===== config.mk =====
export PLATFORM = sky130hd
export DESIGN_NAME = card_dealer
export DESIGN_NICKNAME = d
export VERILOG_FILES = /design/src/rtl/card_dealer.sv
export SDC_FILE = /design/constraint.sdc
export NUM_CORES = 1
export LEC_CHECK = 0
export ABC_CLOCK_PERIOD_IN_PS = 7730
export CAP_MARGIN = 25
export CORE_MARGIN = 2
export CORE_UTILIZATION = 65
export CTS_BUF_LIST = sky130_fd_sc_hd__clkbuf_8
export CTS_CLUSTER_DIAMETER = 60
export DETAILED_ROUTE_END_ITERATION = 8
export PLACE_DENSITY = 0.83
export SETUP_SLACK_MARGIN = 0.2
export SLEW_MARGIN = 10
export SYNTH_ARGS = -nofsm -noshare
export SYNTH_HDL_FRONTEND = slang
export SYNTH_SLANG_ARGS = --single-unit

===== constraint.sdc =====
create_clock -name clk -period 7.73 [get_ports clk]
set_input_delay 1.1595 -clock clk [delete_from_list [all_inputs] [get_ports clk]]
set_output_delay 1.1595 -clock clk [all_outputs]
set_load 0.01 [all_outputs]

===== src/rtl/card_dealer.sv =====
// card_dealer: deals blackjack ranks from a per-rank tracked deck, candidates from an 8-bit LFSR.
// Define CARD_DEALER_SEQ_EN to draw candidates from a wrapping rank pointer instead.

module card_dealer #(
    parameter int unsigned COPIES = 4,
    parameter logic [7:0]  SEED   = 8'hA5
) (
    input  logic       clk,
    input  logic       reset,
    input  logic       deal_req,
    input  logic       shuffle,
    output logic [5:0] card_idx,
    output logic [3:0] card_val,
    output logic       card_valid,
    output logic       deal_err,
    output logic       busy,
    output logic [5:0] cards_left,
    output logic       deck_empty
);

    localparam int unsigned NumRanks   = 13;
    localparam logic [3:0]  LastRank   = 4'd12;
    localparam logic [5:0]  NoCard     = 6'd63;
    localparam logic [5:0]  FullDeck   = 6'(NumRanks * COPIES);
    localparam logic [2:0]  RankCopies = 3'(COPIES);

    typedef enum logic {StIdle, StDraw} state_e;

    state_e      state_q;
    logic [2:0]  cnt_q [NumRanks];
    logic [3:0]  rej_q;
    logic [5:0]  card_idx_q;
    logic [3:0]  card_val_q;
    logic        card_valid_q;
    logic        deal_err_q;
    logic [5:0]  cards_left_q;

    logic [12:0] avail;
    logic [3:0]  cand;
    logic [3:0]  low_rank;
    logic [3:0]  sel_rank;
    logic        cand_hit;
    logic        draw_active;
    logic        take;

    function automatic logic [3:0] rank_points(input logic [3:0] r);
        if (r == 4'd0) begin
            return 4'd1;
        end else if (r <= 4'd8) begin
            return r + 4'd1;
        end else begin
            return 4'd10;
        end
    endfunction

`ifdef CARD_DEALER_SEQ_EN
    logic [3:0] ptr_q;

    function automatic logic [3:0] next_rank(input logic [3:0] r);
        return (r >= LastRank) ? 4'd0 : r + 4'd1;
    endfunction

    assign cand = ptr_q;

    // After a deal the pointer resumes just past the dealt rank, fallback included.
    always_ff @(posedge clk or posedge reset) begin
        if (reset) begin
            ptr_q <= 4'd0;
        end else if (take) begin
            ptr_q <= next_rank(sel_rank);
        end else if (draw_active) begin
            ptr_q <= next_rank(ptr_q);
        end
    end
`else
    logic [7:0] lfsr_q;

    assign cand = lfsr_q[3:0];

    // Galois form, mask 8'hB8; free-running so the draw sequence depends on request timing.
    always_ff @(posedge clk or posedge reset) begin
        if (reset) begin
            lfsr_q <= SEED;
        end else if (lfsr_q[0]) begin
            lfsr_q <= {1'b0, lfsr_q[7:1]} ^ 8'hB8;
        end else begin
            lfsr_q <= {1'b0, lfsr_q[7:1]};
        end
    end
`endif

    always_comb begin
        avail    = '0;
        low_rank = 4'd0;
        // Scan downward so the last match left standing is the lowest rank still in the deck.
        for (int i = 12; i >= 0; i--) begin
            avail[i] = (cnt_q[i] != 3'd0);
            if (avail[i]) begin
                low_rank = 4'(i);
            end
        end
        cand_hit    = (cand <= LastRank) && avail[cand];
        sel_rank    = cand_hit ? cand : low_rank;
        draw_active = (state_q == StDraw) && !shuffle;
        take        = draw_active && (cand_hit || (rej_q == 4'hF));
    end

    always_ff @(posedge clk or posedge reset) begin
        if (reset) begin
            state_q      <= StIdle;
            rej_q        <= 4'd0;
            card_idx_q   <= NoCard;
            card_val_q   <= 4'd0;
            card_valid_q <= 1'b0;
            deal_err_q   <= 1'b0;
            cards_left_q <= FullDeck;
            for (int i = 0; i < 13; i++) begin
                cnt_q[i] <= RankCopies;
            end
        end else begin
            card_valid_q <= 1'b0;
            deal_err_q   <= 1'b0;
            if (shuffle) begin
                state_q      <= StIdle;
                card_idx_q   <= NoCard;
                card_val_q   <= 4'd0;
                cards_left_q <= FullDeck;
                for (int i = 0; i < 13; i++) begin
                    cnt_q[i] <= RankCopies;
                end
            end else begin
                unique case (state_q)
                    StIdle: begin
                        if (deal_req) begin
                            if (cards_left_q == 6'd0) begin
                                deal_err_q <= 1'b1;
                            end else begin
                                state_q <= StDraw;
                                rej_q   <= 4'd0;
                            end
                        end
                    end
                    StDraw: begin
                        if (take) begin
                            card_idx_q      <= {2'b00, sel_rank};
                            card_val_q      <= rank_points(sel_rank);
                            cnt_q[sel_rank] <= cnt_q[sel_rank] - 3'd1;
                            cards_left_q    <= cards_left_q - 6'd1;
                            card_valid_q    <= 1'b1;
                            state_q         <= StIdle;
                        end else begin
                            rej_q <= rej_q + 4'd1;
                        end
                    end
                    default: state_q <= StIdle;
                endcase
            end
        end
    end

    assign card_idx   = card_idx_q;
    assign card_val   = card_val_q;
    assign card_valid = card_valid_q;
    assign deal_err   = deal_err_q;
    assign busy       = (state_q == StDraw);
    assign cards_left = cards_left_q;
    assign deck_empty = (cards_left_q == 6'd0);

endmodule


==> results of run 1 <==
## critical path, delay by kind of cell, from the launching register on
family                     cells  cell delay, ps
AOI/OAI and AO/OA              4            1320
and+or+nand+nor                4            1300
DFF                            1             740
muxes                          3             680
adders and majority gates      1             450
buffers and inverters          1             310
## how the worst max path moves through the flow
stage | endpoint | startpoint | depth (start not counted)
6_report | cnt_q[13] | lfsr_q[0] | 13
5_1_grt | cnt_q[13] | lfsr_q[0] | 13
4_1_cts | cnt_q[13] | lfsr_q[0] | 11
3_5_place_dp | cnt_q[13] | lfsr_q[0] | 11
3_3_place_gp | cnt_q[13] | lfsr_q[0] | 11
2_1_floorplan | cnt_q[10] | cnt_q[11] | 14
## registers in the layout, indices dropped and copies added (netlist names)
name        flops
cards_left      6
busy            1
rej_q           4
card_valid      1
card_val        4
deal_err        1
cnt_q          39
card_idx        5
lfsr_q          8
## layout make-up
class	instances	share of cell area
clock buffer	9	0.0274
multi-input combinational	317	0.465
inverter	14	0.0116
clock inverter	7	0.0219
sequential	69	0.389
timing repair buffer	30	0.0650
tap	75	0.0208
## stage by stage
stage               worst slack (ps)   util
global placement                2880  0.717
finish                          2840  0.759
floorplan                       3900      -
CTS                             2620  0.754
global route                    2610  0.759
detailed placement              2730  0.717
## cell usage in the layout (no fill, tap or decap), drive strengths merged, types with 5 or more instances in the layout
cell           instances
mux2i                 18
nor3                  19
nand3                 11
nand2b                 9
o21ai                 17
ha                     8
buf                    8
clkbuf                 9
nand4                  7
dfrtp                 44
nor4                   6
inv                   15
o31ai                 11
nor2                  47
a21oi                 32
nand2                 26
dfstp                 25
nor2b                  5
a211o                 11
a211oi                14
and3                   6
clkdlybuf4s50         22
## logic make-up (layout without fill, tap and decap cells)
logic type	after synthesis	in the layout
fa+ha+maj	8	8
flops	69	69
compound gates	124	124
buf+inv	38	60
mux	23	23
simple gates	154	154
xor+xnor	8	8
## layer usage
layer  track usage  up-vias  wire [um]
li1              -     1608          -
met1         0.462     1682       4360
met2         0.493      153       4780
met3        0.0674       21        814
met4         0.131        0        252
met5             0        -          0
## where the power goes
part	switching, W	internal, W	leakage (nW)	total (W)
registers	0.0000138	0.000381	0.870	0.000394
clock network	0.000148	0.000183	0.110	0.000331
logic	0.000105	0.0000694	0.966	0.000174
total	0.000267	0.000633	1.95	0.000900
==> summary.md, run 1 <==
| Metric | Value |
|---|---|
| R2R Path End | `cnt_q[13]` |
| Placed Area | `4270 sq um` |
| Hold path start | `lfsr_q[7]` |
| Crit Path Max Fanout | `21` |
| Crit-path slowest cell | `a211oi_2` |
| F_max | `0.205 GHz` |
| Port bufs | `23` |
| First-pass GRT wire length | `16400 um` |
| Fin area | `4520 sq um` |
| Routed Wire Length | `10200 um` |
| CTS tree | `yes` |
| Share of cells above drive strength 1 | `0.155` |
| Final setup viols | `0` |
| DRT antenna net count | `0` |
| Worst Path Required | `between 8000 and 9000 ps` |
| CTS Sinks | `69` |
| XOR/XNOR Fraction of Synth Area | `0.0194` |
| Num rows | `28` |
| Number of buffers created by CTS | `9` |
| Reg clk slew, reported paths | `80 ps` |
| Die H | `82.5 um` |
| Synth Instances | `424` |
| Pre-antenna DRT Iters | `8` |
| Largest stage delay, worst path | `a little under 800 ps` |
| Largest net degree at the start of global routing | `70` |
| 1st-iter DRT viols | `360` |
| Setup Buffers After CTS | `0` |
| Post-DR vias/cell | `6.65` |
| Hold buffer count at cts | `0` |
| Synth Net Count | `about 440` |
| Sequential share of the synthesized area | `0.439` |
| Initial core utilization | `0.673` |
| Ys Warns | `0` |
| Cell variety after synth | `a little under 70` |
| Worst Setup End Kind | `flop` |
| Fill count | `443` |
| PnR Total Power | `0.000900 W` |
| FFs w/ async S/R, synth | `1.00` |
| Clk root buf | `clkbuf_8` |
| PwrDens | `199 nW/um^2` |
| Largest family of logic cells by synthesized area | `compound AO/OA/AOI/OAI gates` |
| DP Cell Count | `~500` |
| GRT Resource Usage Total | `0.326` |
| Grt ovf | `0` |
| Minimum clock period | `4890 ps` |
| Antenna diode count | `0` |
| Worst reg-to-reg setup slack | `2840 ps` |
| CP Class | `flop to flop` |
| Mean Syn Cell Area | `9.45 sq um` |
| Synthesized cell area | `about 4000 sq um` |
| Synth cell count leaders | `46 x nor2_1, 44 x dfrtp_1, 32 x a21oi_1, 26 x nand2_1, 25 x dfstp_2` |
| Cell mode on critical path | `mux2i_1` |
| Initial antenna violation count | `0` |
| Hold_ws | `395 ps` |
| Slew margin rel. | `0.349` |
| Number of synthesized flops with an enable pin | `0` |
| DP HPWL | `6980 um` |
| Worst-Margin Slew | `977 ps` |
| Layout area overhead | `12.9%` |
| Final-report max-slew violation count | `0` |
| Skew-Pair Late Insertion Delay | `360 ps` |
| Multi-input gate area | `roughly 2100 sq um` |
| Chip width | `82.5 um` |
| Post-synthesis simple-gate area fraction | `0.192` |
| WHS Endpoint | `lfsr_q[6]` |
| Startpoint types | `flop` |
| Reg-to-Reg Start | `lfsr_q[0]` |
| Area of the die | `between 6000 and 7000 sq um` |
| Leakage | `roughly 1.9 nW` |
| VDD IR max | `145 uV` |
| FF+latch area | `between 1500 and 2000 sq um` |
| Hold Path Class | `flop to flop` |
| Tcrit/Tclk final | `0.632` |
| Final non-filler cell total | `521` |
| Core Region | `5960 sq um` |
| Routability cong. | `0.922` |
| Synthesized-area fraction occupied by adder cells | `0.0250` |
| Ports | `24` |
| DR WL/cell | `19.6 um` |
| Cells along the critical path | `nor4b_1 > o21ai_0 > a211oi_2 > nor2_2 > mux2i_2 > buf_4 > mux2i_1 > mux2i_1 > and2_1 > o31ai_1 > ha_1 > or2_2 > a21oi_1` |
| Top cell type's share of synthesized area | `0.275` |
| PostCTS Resize Cnt | `0` |
| Compound-Gate Fraction of Synth Area | `0.224` |
| H-tree depth reported by CTS | `3` |
| Synth top area cells | `dfrtp_1 27%, dfstp_2 16%, mux2i_1 4.5%` |
| R2R depth | `13` |
| Cell with the most instances after synthesis | `nor2_1` |
| Status | `finished clean` |
| Setup Skew | `roughly 11 ps` |
| Detailed-route via count | `3464` |
| Flops & latches, synth | `69` |
| Main flop type after synthesis | `dfrtp_1` |
| Hold Vio Cnt, Final | `0` |
| Mux cell area share after synthesis | `0.0628` |
| Post-route DRC | `0` |
| Hold Crit Depth | `0` |
| WP data arrival | `5170 ps` |
| RSZ-0062 raised after global routing | `no` |
| Final net count | `453` |
| Final setup TNS | `0 ps` |
| Vias in the first global route | `3194` |
| Yosys top cell by area | `dfrtp_1` |
| Count of maximum capacitance violations | `0` |
| Clock Path Buffers | `2` |
Note: power is estimated with default switching activity, not from simulation.
==> run 2: changes to the inputs <==
ABC_CLOCK_PERIOD_IN_PS = 4400   (was 7730)
CORE_UTILIZATION = 56   (was 65)
PLACE_DENSITY = 0.76   (was 0.83)
clock period = 4.4 ns   (was 7.73 ns; I/O delays follow)
==> run 2 against run 1 <==
Against the previous run: routed wire length increased by 1.4%; clock power is 99% higher; global-route usage shrank 4.5 points.
==> summary.md, run 2 (synthesized netlist as in run 1, its figures left out) <==
| Metric | Value |
|---|---|
| Post-route DRC | `0` |
| Largest net degree at the start of global routing | `47` |
| First-pass GRT wire length | `16600 um` |
| Layout area overhead | `16.7%` |
| R2R depth | `13` |
| Area of the die | `7850 sq um` |
| Post-DR vias/cell | `6.42` |
| WHS Endpoint | `lfsr_q[6]` |
| Count of maximum capacitance violations | `0` |
| Ports | `24` |
| Vias in the first global route | `between 3000 and 4000` |
| GRT Resource Usage Total | `0.281` |
| Multi-input gate area | `2110 sq um` |
| WP data arrival | `4290 ps` |
| VDD IR max | `roughly 300 uV` |
| Number of buffers created by CTS | `9` |
| CTS Sinks | `69` |
| Most common cell after layout, fill and taps aside | `nor2_1` |
| Pre-CTS setup slack | `~370 ps` |
| Reg with most FFs | `cnt_q` |
| Final setup TNS | `0 ps` |
| Status | `finished clean` |
| PwrDens | `358 nW/um^2` |
| DRT antenna net count | `0` |
| Routability cong. | `0.882` |
| Hold Path Class | `flop to flop` |
| Final net count | `463` |
| Fill count | `about 540` |
| H-tree depth reported by CTS | `3` |
| Leakage | `2.01 nW` |
| Crit Path Max Fanout | `21` |
| Core Region | `around 6900 sq um` |
| CP Launch Point | `cnt_q[37]` |
| Minimum clock period | `4050 ps` |
| Routed Wire Length | `10400 um` |
| Initial core utilization | `0.583` |
| Tcrit/Tclk final | `0.921` |
| DR WL/cell | `18.8 um` |
| F_max | `0.247 GHz` |
| Clk root buf | `clkbuf_8` |
| RSZ-0062 raised after global routing | `no` |
| Hold path start | `lfsr_q[7]` |
| Final setup margin | `346 ps` |
| Max reg flops | `39` |
| Hold buffer count at cts | `0` |
| Commonest cells after routing, fill and taps aside | `46 x nor2_1, 44 x dfrtp_1, 32 x a21oi_1` |
| CP Class | `flop to flop` |
| Skew-Pair Late Insertion Delay | `around 350 ps` |
| Final-report max-slew violation count | `0` |
| Worst Path Required | `4640 ps` |
| Detailed-route via count | `3544` |
| Slew margin rel. | `0.529` |
| Startpoint types | `flop` |
| Worst-Margin Slew | `700 ps` |
| DP HPWL | `roughly 7200 um` |
| 1st-iter DRT viols | `324` |
| R2R Path End | `cnt_q[34]` |
| Util after Layout | `0.681` |
| Initial antenna violation count | `0` |
| Num rows | `30` |
| Hold Vio Cnt, Final | `0` |
| Setup Skew | `10.3 ps` |
| Reg-to-Reg Start | `cnt_q[37]` |
| Final setup viols | `0` |
| Pre-antenna DRT Iters | `6` |
| Die H | `88.6 um` |
| Fin area | `4680 sq um` |
| Hold Crit Depth | `0` |
| Chip width | `around 89 um` |
| Share of cells above drive strength 1 | `0.178` |
| Reg clk slew, reported paths | `80 ps` |
| Antenna diode count | `0` |
| Grt ovf | `0` |
| Port bufs | `23` |
| FF+latch area | `1760 sq um` |
| Clock Path Buffers | `2` |
| Worst Setup End Kind | `flop` |
| Worst reg-to-reg setup slack | `350 ps` |
| Placed Area | `4390 sq um` |
| CTS tree | `yes` |
## run 2: per-layer routing
| metal | vias up | share of wire | GRT usage |
|---|---|---|---|
| met3 | 28 | 0.060 | 0.0522 |
| li1 | 1634 | - | - |
| met1 | 1735 | 0.44 | 0.390 |
| met2 | 147 | 0.47 | 0.431 |
| met4 | 0 | 0.028 | 0.123 |
| met5 | - | 0 | 0 |
## run 2: power breakdown
group | internal (W) | leakage (nW) | switching [W]
Sequential | 0.000669 | 0.870 | 0.0000256
Clock | 0.000408 | 0.126 | 0.000249
Combinational | 0.000134 | 1.02 | 0.000190
Total | 0.00121 | 2.01 | 0.000465
## run 2: worst max path at each step
stage,slack [ps],end,cells past startpoint
floorplan,570,cnt_q[10],14
global placement,500,cnt_q[13],13
CTS,330,cnt_q[34],13
detailed placement,370,cnt_q[34],13
finish,350,cnt_q[34],13
global route,260,cnt_q[29],14
## run 2: cell type report
type / instances / share of cell area
timing repair buffer: 40 / 0.0808
clock buffer: 11 / 0.0324
inverter: 14 / 0.0112
sequential: 69 / 0.376
multi-input combinational: 317 / 0.451
clock inverter: 5 / 0.0227
tap: 96 / 0.0257
## run 2: repair_timing
| item | in CTS | in global routing |
|---|---|---|
| resized for setup | 0 | 3 |
| setup endpoints to repair | 0 | 23 |
| setup buffers | 0 | 0 |
## run 2: worst max-delay path, cell delays in order, from the launching register on
cell and delay, ps:
dfrtp_1 410, nor3_1 560, nand2_1 200, a311oi_1 480, or2_2 230, mux2i_2 90, buf_12 170, inv_1 150
nand2_1 70, a311o_1 380, a31o_1 230, ha_1 430, buf_4 230, a211oi_1 290
## run 2: stage by stage
step / power, W / hold WS (ps) / instances
after floorplan: 0.000910 / 354 / 424
after global placement: 0.00101 / 385 / 535
after detailed placement: 0.00102 / 383 / 535
after CTS: 0.00168 / 397 / 551
after global routing: 0.00174 / 395 / 552
final: 0.00168 / 397 / 552
==> patch, RTL diff (settings of run 2) <==
Change the localparam `NumRanks` from 13 to 14.
--- a/src/rtl/card_dealer.sv
+++ b/src/rtl/card_dealer.sv
@@ -19,5 +19,5 @@
 );
 
-    localparam int unsigned NumRanks   = 13;
+    localparam int unsigned NumRanks   = 14;
     localparam logic [3:0]  LastRank   = 4'd12;
     localparam logic [5:0]  NoCard     = 6'd63;
Formal check against the unedited RTL: not equivalent (Yosys sat finds a counterexample within 4 cycles, from zero or initial values and one cycle with reset high).
==> patch against run 2 <==
Maximum frequency is 2.4% higher. Die area is 1.1% higher. Sequential cell count is 2 higher. Wire length is 0.35% lower. Setup slack better by 0.096 ns. Count of clock-buffer cells in the layout is 1 lower. Sequential power is 3.0% higher. Clock power is 12% lower. Synthesized area is 1.2% higher. Final area is 0.78% higher. Synthesized cell count is 1.9% lower. Power is 4.0% lower. Largest power group unchanged. Highest routed layer unchanged.
==> patch: results (changes against run 2) <==
<table>
<tr><th>Metric</th><th>Value</th></tr>
<tr><th colspan="2">Worst setup path</th></tr>
<tr><td>Critical register-to-register path endpoint</td><td>cnt_q[2] (was cnt_q[34])</td></tr>
<tr><td>Worst r2r src</td><td>cnt_q[27] (was cnt_q[37])</td></tr>
<tr><td>Crit path DAT</td><td>4.08 ns (was 4.29 ns)</td></tr>
<tr><td>Crit path max fanout</td><td>6 (was 21)</td></tr>
<tr><td>Depth of the most critical reg-to-reg path</td><td>12 (was 13)</td></tr>
<tr><th colspan="2">Layout</th></tr>
<tr><td>Layout Nets</td><td>466 (was 463)</td></tr>
<tr><td>Filler cell count</td><td>589 (was 539)</td></tr>
<tr><td>Max reg flops</td><td>41 (was 39)</td></tr>
<tr><td>Fraction of layout instances using a drive strength above 1</td><td>0.216 (was 0.178)</td></tr>
<tr><th colspan="2">Place</th></tr>
<tr><td>DPL Wire Length</td><td>7.57 mm (was 7.18 mm)</td></tr>
<tr><td>Global placer's final weighted congestion</td><td>0.971 (was 0.882)</td></tr>
<tr><th colspan="2">Logic synthesis</th></tr>
<tr><td>Number of different library cells in the post-synthesis netlist</td><td>62 (was 69)</td></tr>
<tr><td>Proportion of register bits with asynchronous set or reset after synthesis</td><td>0.972 (was 1.00)</td></tr>
<tr><td>Synthesized-area fraction occupied by ao, oa, aoi and oai cells</td><td>0.186 (was 0.224)</td></tr>
<tr><td>Total nets after synthesis</td><td>428 (was 436)</td></tr>
<tr><td>Dominant cells by area after synthesis</td><td>sky130_fd_sc_hd__dfrtp_1 27%, sky130_fd_sc_hd__dfstp_2 16%, sky130_fd_sc_hd__mux2i_1 4.7% (was sky130_fd_sc_hd__dfrtp_1 27%, sky130_fd_sc_hd__dfstp_2 16%, sky130_fd_sc_hd__mux2i_1 4.5%)</td></tr>
<tr><th colspan="2">Power</th></tr>
<tr><td>Static Leak</td><td>1.97 nW (was 2.01 nW)</td></tr>
<tr><td>Max VDD drop</td><td>0.196 mV (was 0.298 mV)</td></tr>
<tr><th colspan="2">Route</th></tr>
<tr><td>1st-pass router iterations</td><td>5 (was 6)</td></tr>
<tr><td>Vias per std cell</td><td>6.18 (was 6.42)</td></tr>
<tr><td>DR WL/cell</td><td>18.5 um (was 18.8 um)</td></tr>
<tr><th colspan="2">GRT</th></tr>
<tr><td>Maximum number of pins on one net before global-route repair</td><td>39 (was 47)</td></tr>
<tr><td>Number of global-route vias before repair</td><td>3284 (was 3277)</td></tr>
<tr><td>GRT Overall Usage</td><td>0.284 (was 0.281)</td></tr>
<tr><th colspan="2">STA</th></tr>
<tr><td>Post-route clock skew</td><td>0.0137 ns (was 0.0103 ns)</td></tr>
<tr><th colspan="2">Status</th></tr>
<tr><td>Run status</td><td>finished clean (unchanged)</td></tr>
</table>
patch: cell types whose count changed after synthesis, sizes merged, moves of 7 or more:
cell    delta
or3        +7
nand3     +14
nand2     +21
a21oi     -16
o31ai      -9
o21ai     +27
a211o     -11
nor2      -26
clkbuf    -10
patch: layer usage:
metal | global-route usage | routed length (um)
met5 | 0 | 0
met4 | 0.0923 | 212
met3 | 0.0600 | 761
met2 | 0.446 | 4830
met1 | 0.396 | 4510
patch: metrics by stage:
step	utilization	hold WS [ns]	setup slack [ns]	area, um2	std cells
floorplan	-	0.378	0.221	4050	416
CTS	0.658	0.395	0.215	4700	558
global route	0.660	0.401	0.276	4710	558
detailed placement	0.627	0.384	0.237	4480	542
finish	0.660	0.392	0.442	4710	558
global placement	0.627	0.381	0.387	4480	542
patch: timing repair:
| action | in CTS | in global routing |
|---|---|---|
| hold endpoints to repair | 0 | 0 |
| gates resized for setup | 0 | 5 |
| endpoints found under the setup margin | 0 | 28 |
| hold buffers | 0 | 0 |
patch: how the worst max path moves through the flow:
stage	startpoint	to	slack [ns]	depth (start not counted)
2_1_floorplan	cnt_q[27]	cnt_q[2]	0.22	16
3_3_place_gp	cnt_q[21]	cnt_q[16]	0.39	14
3_5_place_dp	cnt_q[21]	cnt_q[2]	0.24	15
4_1_cts	cnt_q[21]	cnt_q[2]	0.22	15
5_1_grt	cnt_q[27]	cnt_q[35]	0.28	16
6_report	cnt_q[27]	cnt_q[2]	0.44	12
patch: final cells by class:
type,instances,share of cell area
Clock buffer,10,0.0292
Clock inverter,6,0.0181
Inverter,18,0.0143
Multi-Input combinational cell,308,0.441
Sequential cell,71,0.386
Tap cell,99,0.0263
Timing Repair Buffer,46,0.0855
patch: power breakdown:
part / switching [W] / leakage (nW) / internal [W]
sequential: 0.0000249 / 0.887 / 0.000691
clock: 0.000243 / 0.114 / 0.000333
combinational: 0.000187 / 0.966 / 0.000130
patch: critical path, cell delays in order, from the launching register on:
cell	delay [ns]
sky130_fd_sc_hd__dfrtp_1	0.41
sky130_fd_sc_hd__or3_1	0.38
sky130_fd_sc_hd__mux4_2	0.54
sky130_fd_sc_hd__a2111oi_4	0.32
sky130_fd_sc_hd__or2_1	0.23
sky130_fd_sc_hd__mux2i_2	0.29
sky130_fd_sc_hd__buf_4	0.20
sky130_fd_sc_hd__mux4_2	0.52
sky130_fd_sc_hd__a21o_1	0.21
sky130_fd_sc_hd__ha_2	0.20
sky130_fd_sc_hd__xnor2_2	0.17
sky130_fd_sc_hd__buf_4	0.20
sky130_fd_sc_hd__inv_2	0.03
patch: logic make-up (layout without fill, tap and decap cells):
logic type                 after synthesis  after routing
and+or+nand+nor                        151            151
xor gates and xnor gates                 9              9
AOI/OAI and AO/OA                      109            109
muxes                                   31             31
adders and majority gates                8              8
buffers and inverters                   37             80
DFF                                     71             71
